--- src/rtl/code_lock_ctrl.sv ---
// code_lock_ctrl: multi-digit code lock with failed-attempt counting,
// timed lockout, timed unlock pulse and in-place reprogramming of the code.
module code_lock_ctrl #(
  parameter int DIGIT_W        = 7,
  parameter int CODE_LEN       = 4,
  parameter int MAX_TRIES      = 3,
  parameter int UNLOCK_CYCLES  = 8,
  parameter int LOCKOUT_CYCLES = 16,
  parameter logic [CODE_LEN*DIGIT_W-1:0] DEFAULT_CODE = {7'd1, 7'd2, 7'd3, 7'd4}
) (
  input  logic                              clk,
  input  logic                              rst,
  input  logic [DIGIT_W-1:0]                digit_in,
  input  logic                              digit_valid,
  input  logic                              clear,
  input  logic                              prog_req,
  output logic                              unlocked,
  output logic                              lockout,
  output logic                              error,
  output logic                              prog_done,
  output logic [$clog2(MAX_TRIES+1)-1:0]    attempts_left,
  output logic [$clog2(CODE_LEN+1)-1:0]     digit_cnt
);

  localparam int BW   = CODE_LEN * DIGIT_W;
  localparam int AW   = $clog2(MAX_TRIES + 1);
  localparam int CW   = $clog2(CODE_LEN + 1);
  localparam int TMAX = (UNLOCK_CYCLES > LOCKOUT_CYCLES) ? UNLOCK_CYCLES : LOCKOUT_CYCLES;
  localparam int TW   = $clog2(TMAX + 1);

  typedef enum logic [2:0] {
    S_IDLE,
    S_CHECK,
    S_OPEN,
    S_PROG,
    S_LOCKOUT
  } state_t;

  state_t          r_state;
  logic [TW-1:0]   r_timer;
  logic [BW-1:0]   r_buf;
  logic [BW-1:0]   r_code;
  logic [BW-1:0]   w_digitExt;
  logic [BW-1:0]   w_nextBuf;
  logic            w_lastDigit;

  // Entry buffer shifted left by one digit with the new digit appended at the
  // bottom, so the first digit entered ends up most significant.
  always_comb begin
    w_digitExt  = BW'(digit_in);
    w_nextBuf   = (r_buf << DIGIT_W) | w_digitExt;
    w_lastDigit = (digit_cnt == CW'(CODE_LEN - 1));
  end

  // Main controller: state, timer, buffers and all registered outputs.
  always_ff @(posedge clk or posedge rst) begin
    if (rst) begin
      r_state       <= S_IDLE;
      r_timer       <= '0;
      r_buf         <= '0;
      r_code        <= DEFAULT_CODE;
      unlocked      <= 1'b0;
      lockout       <= 1'b0;
      error         <= 1'b0;
      prog_done     <= 1'b0;
      attempts_left <= AW'(MAX_TRIES);
      digit_cnt     <= '0;
    end else begin
      error     <= 1'b0;
      prog_done <= 1'b0;
      case (r_state)
        S_IDLE: begin
          if (clear) begin
            digit_cnt <= '0;
          end else if (digit_valid) begin
            r_buf <= w_nextBuf;
            if (w_lastDigit) begin
              digit_cnt <= '0;
              r_state   <= S_CHECK;
            end else begin
              digit_cnt <= digit_cnt + CW'(1);
            end
          end
        end

        S_CHECK: begin
          if (r_buf == r_code) begin
            r_state       <= S_OPEN;
            r_timer       <= TW'(UNLOCK_CYCLES);
            attempts_left <= AW'(MAX_TRIES);
            unlocked      <= 1'b1;
          end else begin
            error <= 1'b1;
            if (attempts_left <= AW'(1)) begin
              attempts_left <= '0;
              r_state       <= S_LOCKOUT;
              r_timer       <= TW'(LOCKOUT_CYCLES);
              lockout       <= 1'b1;
            end else begin
              attempts_left <= attempts_left - AW'(1);
              r_state       <= S_IDLE;
            end
          end
        end

        S_OPEN: begin
          if (prog_req) begin
            r_state   <= S_PROG;
            unlocked  <= 1'b0;
            digit_cnt <= '0;
          end else if (r_timer == TW'(1)) begin
            r_state  <= S_IDLE;
            unlocked <= 1'b0;
          end else begin
            r_timer <= r_timer - TW'(1);
          end
        end

        S_PROG: begin
          if (clear) begin
            digit_cnt <= '0;
            r_state   <= S_IDLE;
          end else if (digit_valid) begin
            r_buf <= w_nextBuf;
            if (w_lastDigit) begin
              r_code    <= w_nextBuf;
              prog_done <= 1'b1;
              digit_cnt <= '0;
              r_state   <= S_IDLE;
            end else begin
              digit_cnt <= digit_cnt + CW'(1);
            end
          end
        end

        S_LOCKOUT: begin
          if (r_timer == TW'(1)) begin
            r_state       <= S_IDLE;
            lockout       <= 1'b0;
            attempts_left <= AW'(MAX_TRIES);
          end else begin
            r_timer <= r_timer - TW'(1);
          end
        end

        default: begin
          r_state <= S_IDLE;
        end
      endcase
    end
  end

endmodule

--- config.mk ---
export PLATFORM = sky130hd
export DESIGN_NAME = code_lock_ctrl
export DESIGN_NICKNAME = d
export VERILOG_FILES = /design/src/rtl/code_lock_ctrl.sv
export SDC_FILE = /design/constraint.sdc
export NUM_CORES = 1
export LEC_CHECK = 0
export CORE_ASPECT_RATIO = 1.4
export CORE_UTILIZATION = 30
export DETAILED_ROUTE_END_ITERATION = 8
export PLACE_DENSITY_LB_ADDON = 0.08
export SYNTH_ARGS = -nofsm -noshare
export SYNTH_HDL_FRONTEND = slang
export SYNTH_SLANG_ARGS = --single-unit
--- constraint.sdc ---
create_clock -name clk -period 3.7 [get_ports clk]
set_input_delay 0.37 -clock clk [delete_from_list [all_inputs] [get_ports clk]]
set_output_delay 0.37 -clock clk [all_outputs]
set_load 0.02 [all_outputs]
-- Yosys cells after proc, flatten, opt, wreduce, memory -nomap -nowiden
Cells that the tools add are included.
- logic and storage cells: 89
- register bits after elaboration: 73
- input bits: 12
- output and inout port bits: 9
- $lt $le $gt $ge: 1
- muxes and demuxes: 38
- reductions and logical operators: 14
- bitwise operators: 2
- add/subtract/negate cells: 3
- equality and inequality tests: 21
- operators with widths (cell ; count):
    3-bit two-way mux ; 14
    28-bit == test ; 1
    28-bit by 7-bit bitwise OR with 28-bit output ; 1
    5-bit two-way mux ; 4
    2-bit inequality test (second input constant) ; 9
    3-bit one-hot mux with 5 select lines ; 1
    5-bit one-hot mux with 3 select lines ; 1
    3-bit inequality test (second input constant) ; 4
    3-bit AND reduction ; 4
    1-bit two-way mux ; 11
    3-bit by 2-bit == test with 1-bit output (second input constant) ; 3
    4-bit AND reduction ; 2
    2-bit two-way mux ; 3
    3-bit one-hot mux with 2 select lines ; 1
    2-bit nonzero test ; 3
    5-bit by 1-bit == test with 1-bit output (second input constant) ; 1
    5-bit AND reduction ; 1
    5-bit by 1-bit subtractor with 5-bit output (second input constant) ; 1
    1-bit one-hot mux with 2 select lines ; 2
    2-bit one-hot mux with 2 select lines ; 1
    3-bit by 1-bit adder with 3-bit output (second input constant) ; 1
    3-bit by 1-bit == test with 1-bit output (second input constant) ; 1
    3-bit == test (second input constant) ; 1
    3-bit zero test ; 1
    other kinds (7) ; 7

-- Logic depth before layout (Yosys ltp)
- depth in word-level cells: 5
- gate-level depth with buffers: 8
- gate-level depth less buffers: 7

-- Least setup slack after synthesis
Ideal clock, no wire load.
- path type: register -> register
- start: register digit_cnt[0]
- end: register r_code[0]
- stages on the path, launching flop included: 9
- path buffers: 2
- arrival time: 1.701 ns
- library setup time: 0.117 ns
- period minus slack after synthesis: 1.819 ns
- data required time: 3.583 ns
- slack: 1.881 ns
- cells stage by stage: dfrtp_1 ha_1 and3b_1 nand4b_1 buf_2 buf_2 clkinv_1 nand2_1 nand2_1
- cells in the longest elaborated chain, start to end: 2
- ends and longest elaborated chain (item ; line ; source):
    start, declared ; 22 ; output logic [$clog2(CODE_LEN+1)-1:0] digit_cnt
    start signal, assigned ; 81 ; digit_cnt <= digit_cnt + CW'(1);
    start signal, assigned ; 131 ; digit_cnt <= digit_cnt + CW'(1);
    3-bit by 2-bit == test with 1-bit output ; 52 ; w_lastDigit = (digit_cnt == CW'(CODE_LEN - 1));
    4-bit AND reduction (no source line) ; - ;
    end signal, assigned ; 126 ; r_code <= w_nextBuf;
    end, declared ; 42 ; logic [BW-1:0] r_code;
No other way between the ends.
A chain may end at the register's enable or synchronous reset.

-- Worst setup path in the final report
- start: register r_state[0]
- end: register r_buf[20]
- cells in the longest elaborated chain, start to end: 3
- elaborated cells on any way between the ends: 4
- those cells by class: eq/ne (1); reduce/logical (3)
- ends and longest elaborated chain (item ; line ; source):
    start, declared ; 39 ; state_t r_state;
    start signal, assigned ; 58 ; r_state <= S_IDLE;
    start signal, assigned ; 79 ; r_state <= S_CHECK;
    start signal, assigned ; 88 ; r_state <= S_OPEN;
    3-bit by 2-bit == test with 1-bit output or 3-bit zero test (tied branches) ; 71 ; case (r_state)
    2-bit OR reduction (no source line) * ; - ;
    3-bit AND reduction (no source line) * ; - ;
    end signal, assigned ; 76 ; r_buf <= w_nextBuf;
    end signal, assigned ; 124 ; r_buf <= w_nextBuf;
    end, declared ; 41 ; logic [BW-1:0] r_buf;
Every way passes the cells marked *; elsewhere a longest branch is shown, timed or not.

==> flow_summary.ini <==
[power_and_ir_drop]
p_leak_nw = 1.897
p_sw_share_pct = 31.51
pwr_density_cell_nw_per_um2 = 771.3
seqPwrFrac_pct = 40.8
vdd_drop_max_v = 0.0003379
clockPowerShare_pct = 32.0
comb_power_share_pct = 27.2
p_sw_uw = 991.0
p_int_mw = 2.154

[placed_design]
place_ws_ps = 1226
globalplace.congestion = 0.7137
dpl_cell_area_um2 = 3732
place_hpwl_mm = 4.624
numPortBuffers = 20

[global_routing]
grt_pass1_wl_mm = 11.55
antenna_found_initial = 0
grt_max_degree = 33
grtUsageTotal_pct = 13.30
grt_pass1_vias = 2216
gr-total-overflow = 0

[sta]
hold_ws_ps = 467.2
report.final.slew_viol_count = 0
fin_ws_ps = 1425
tightest_slew_ps = 778.1
skew_ps = 6.537
rsz0062_at_grt = false
min_period_ps = 2275
setup_viol = 0
relSlewSlack_pct = 47.94
hold_violations = 0
max_freq_ghz = 0.4396
tns_ps = 0
period_share_pct = 61.48

[yosys]
syn-mean-instance-area_um2 = 12.20
syn_inst = 277
ys_ff_latch = 73
synth-edff-count = 0
synth_cell_types = 50
yosys_most_used_dff = dfrtp_1
syn_area_um2 = 3378
synth_top_area_share_pct = 48.89
synth_nets = 292
yosysSeqAreaShare_pct = 54.33
ys_top_cells_by_area = dfrtp_1 (49%), mux2_2 (17%), xor2_1 (7.5%)
ys.warnings.count = 0
async_flop_share_pct = 100.0
synth_top_area_cell = dfrtp_1

[cts]
postCtsSetupBuffers = 0
clk_pin_slew_worst_paths_ps = 60
htree_levels = 3
clockRootBuffer = clkbuf_16
numCtsBuffers = 9
post_cts_resized = 0
cts_tree = built
insertion_delay_ps = 340
clock_path_buffers = 2
cts_num_sinks = 73
hold_buffers = 0

[status]
status = finished, final reports clean

[die]
start_util_pct = 30.93
design.die.area_um2 = 11700
die_x_um = 91.69
rows = 45
dieHeight_um = 127.6
core-area_um2 = 10920
io_pins = 21

[min_path]
worstHoldPathType = input port to asynchronous set/reset pin

[finish]
nets = 318
area_delta_synth_final_pct = 20.70
drive_gt1_share_pct = 26.95
design_area_um2 = 4078
diodes = 0
layout_common_cells = dfrtp_1 (66), mux2_2 (50), xor2_1 (29), nand2_1 (29), clkdlybuf4s50_1 (20)
n_fill_cell = 1110
mostFrequentLayoutCell = dfrtp_1
fin_util_pct = 37.33

[drt]
num_vias = 2120
drt-total-wl_mm = 6.846
avgRoutedWirePerCell_um = 15.25
drt-vias-per-instance = 4.722
drtPass1Iterations = 4
drtIter0Drc = 47
drcViolationCount = 0
ant_nets = 0

[flow_run]
maxCapViolations = 0

[worst_setup_path]
cp_top_family = simple AND/OR/NAND/NOR gates
r2r_start = r_state[0]$_DFFE_PP0P_
worstPathRequired_ps = 3920
slowest_stage = nand2_2
r2r_slack_ps = 1430
r2r-end = r_buf[20]$_DFFE_PP0P_
max_stage_delay_ps = 550
critPathKind = register to register
path_max_fanout = 28
cp_cell_sequence = xor2_1 > nor3_1 > nand2_2 > mux2_2
cp-end-kind = register
reg2reg_depth = 4
start_kind = register
cp.arrival_ps = 2490
worst-path-buf-inv = 0
how the worst max path moves through the flow:
stage          cells after the start                        to  slack (ps)                    from
2_1_floorplan                      1  digit_cnt[0]$_DFFE_PP0P_        1490                     rst
3_3_place_gp                       4      r_buf[9]$_DFFE_PP0P_        1240                   clear
3_5_place_dp                       4     r_buf[23]$_DFFE_PP0P_        1230                   clear
4_1_cts                            4     r_buf[23]$_DFFE_PP0P_        1380  r_state[0]$_DFFE_PP0P_
5_1_grt                            5    r_timer[2]$_DFFE_PP0P_        1280  r_code[21]$_DFFE_PP1P_
6_report                           4     r_buf[20]$_DFFE_PP0P_        1430  r_state[0]$_DFFE_PP0P_
through the flow:
stage               instances  total power, mW
finish                    449            3.145
floorplan                 277            1.911
CTS                       449            3.201
detailed placement        433            2.173
global placement          433            2.168
global route              449            3.351
cell usage after synthesis, types with 2 or more instances:
library cell / instances
ha_1: 3
nor2b_1: 2
xor2_1: 29
nand2_2: 2
dfrtp_1: 66
o21ai_0: 8
nor4_1: 7
buf_2: 6
nand2_1: 29
nand2b_1: 3
nor3_1: 3
dfstp_2: 7
mux2_2: 50
nor3b_1: 2
o22ai_1: 2
a21oi_1: 5
inv_1: 9
nor2_1: 12
kinds of logic (layout without fill, tap and decap cells):
group,count (synthesis),in the layout,synth area share (%)
XOR/XNOR,29,29,7.518
multiplexers,50,50,16.67
AND/OR/NAND/NOR,70,70,10.41
buffers and inverters,18,49,2.444
adder cells (fa/ha/maj),3,3,1.111
AO/OA/AOI/OAI,34,34,7.519
flip-flops,73,73,54.33
registers in the layout, indices dropped and copies added (netlist names):
register,flops
r_buf,28
r_code,28
r_timer,5
digit_cnt,3
r_state,3
attempts_left,2
error,1
lockout,1
prog_done,1
unlocked,1
power groups by stage:
stage / logic (mW) / clock network [mW] / registers (mW)
after global placement: 0.868 / 0 / 1.30
final: 0.855 / 1.01 / 1.28
after global routing: 0.953 / 1.07 / 1.33
after detailed placement: 0.870 / 0 / 1.30
after CTS: 0.875 / 1.04 / 1.29
after floorplan: 0.680 / 0 / 1.23
routing by layer:
| layer | vias up | track usage, % | routed length, um |
|---|---|---|---|
| met5 | - | 0 | 0 |
| met4 | 0 | 7.843 | 168 |
| met3 | 11 | 2.976 | 194 |
| met1 | 1053 | 15.78 | 3082 |
| met2 | 30 | 21.98 | 3400 |
| li1 | 1026 | - | - |
worst reg2reg max path, cell delays in order (launching register included):
cell,delay [ps]
dfrtp_1,540
xor2_1,230
nor3_1,360
nand2_2,550
mux2_2,470
layout make-up:
| type | count | area (um^2) | share of cell area, % |
|---|---|---|---|
| clock inverters | 5 | 102.6 | 2.516 |
| flip-flops and latches | 73 | 1836 | 45.01 |
| well taps | 141 | 176.4 | 4.326 |
| multi-input cells | 186 | 1460 | 35.81 |
| clock buffers | 11 | 242.7 | 5.953 |
| repair buffers | 23 | 222.7 | 5.462 |
| inverters | 10 | 37.54 | 0.9205 |
(Power assumes the default switching activity.)
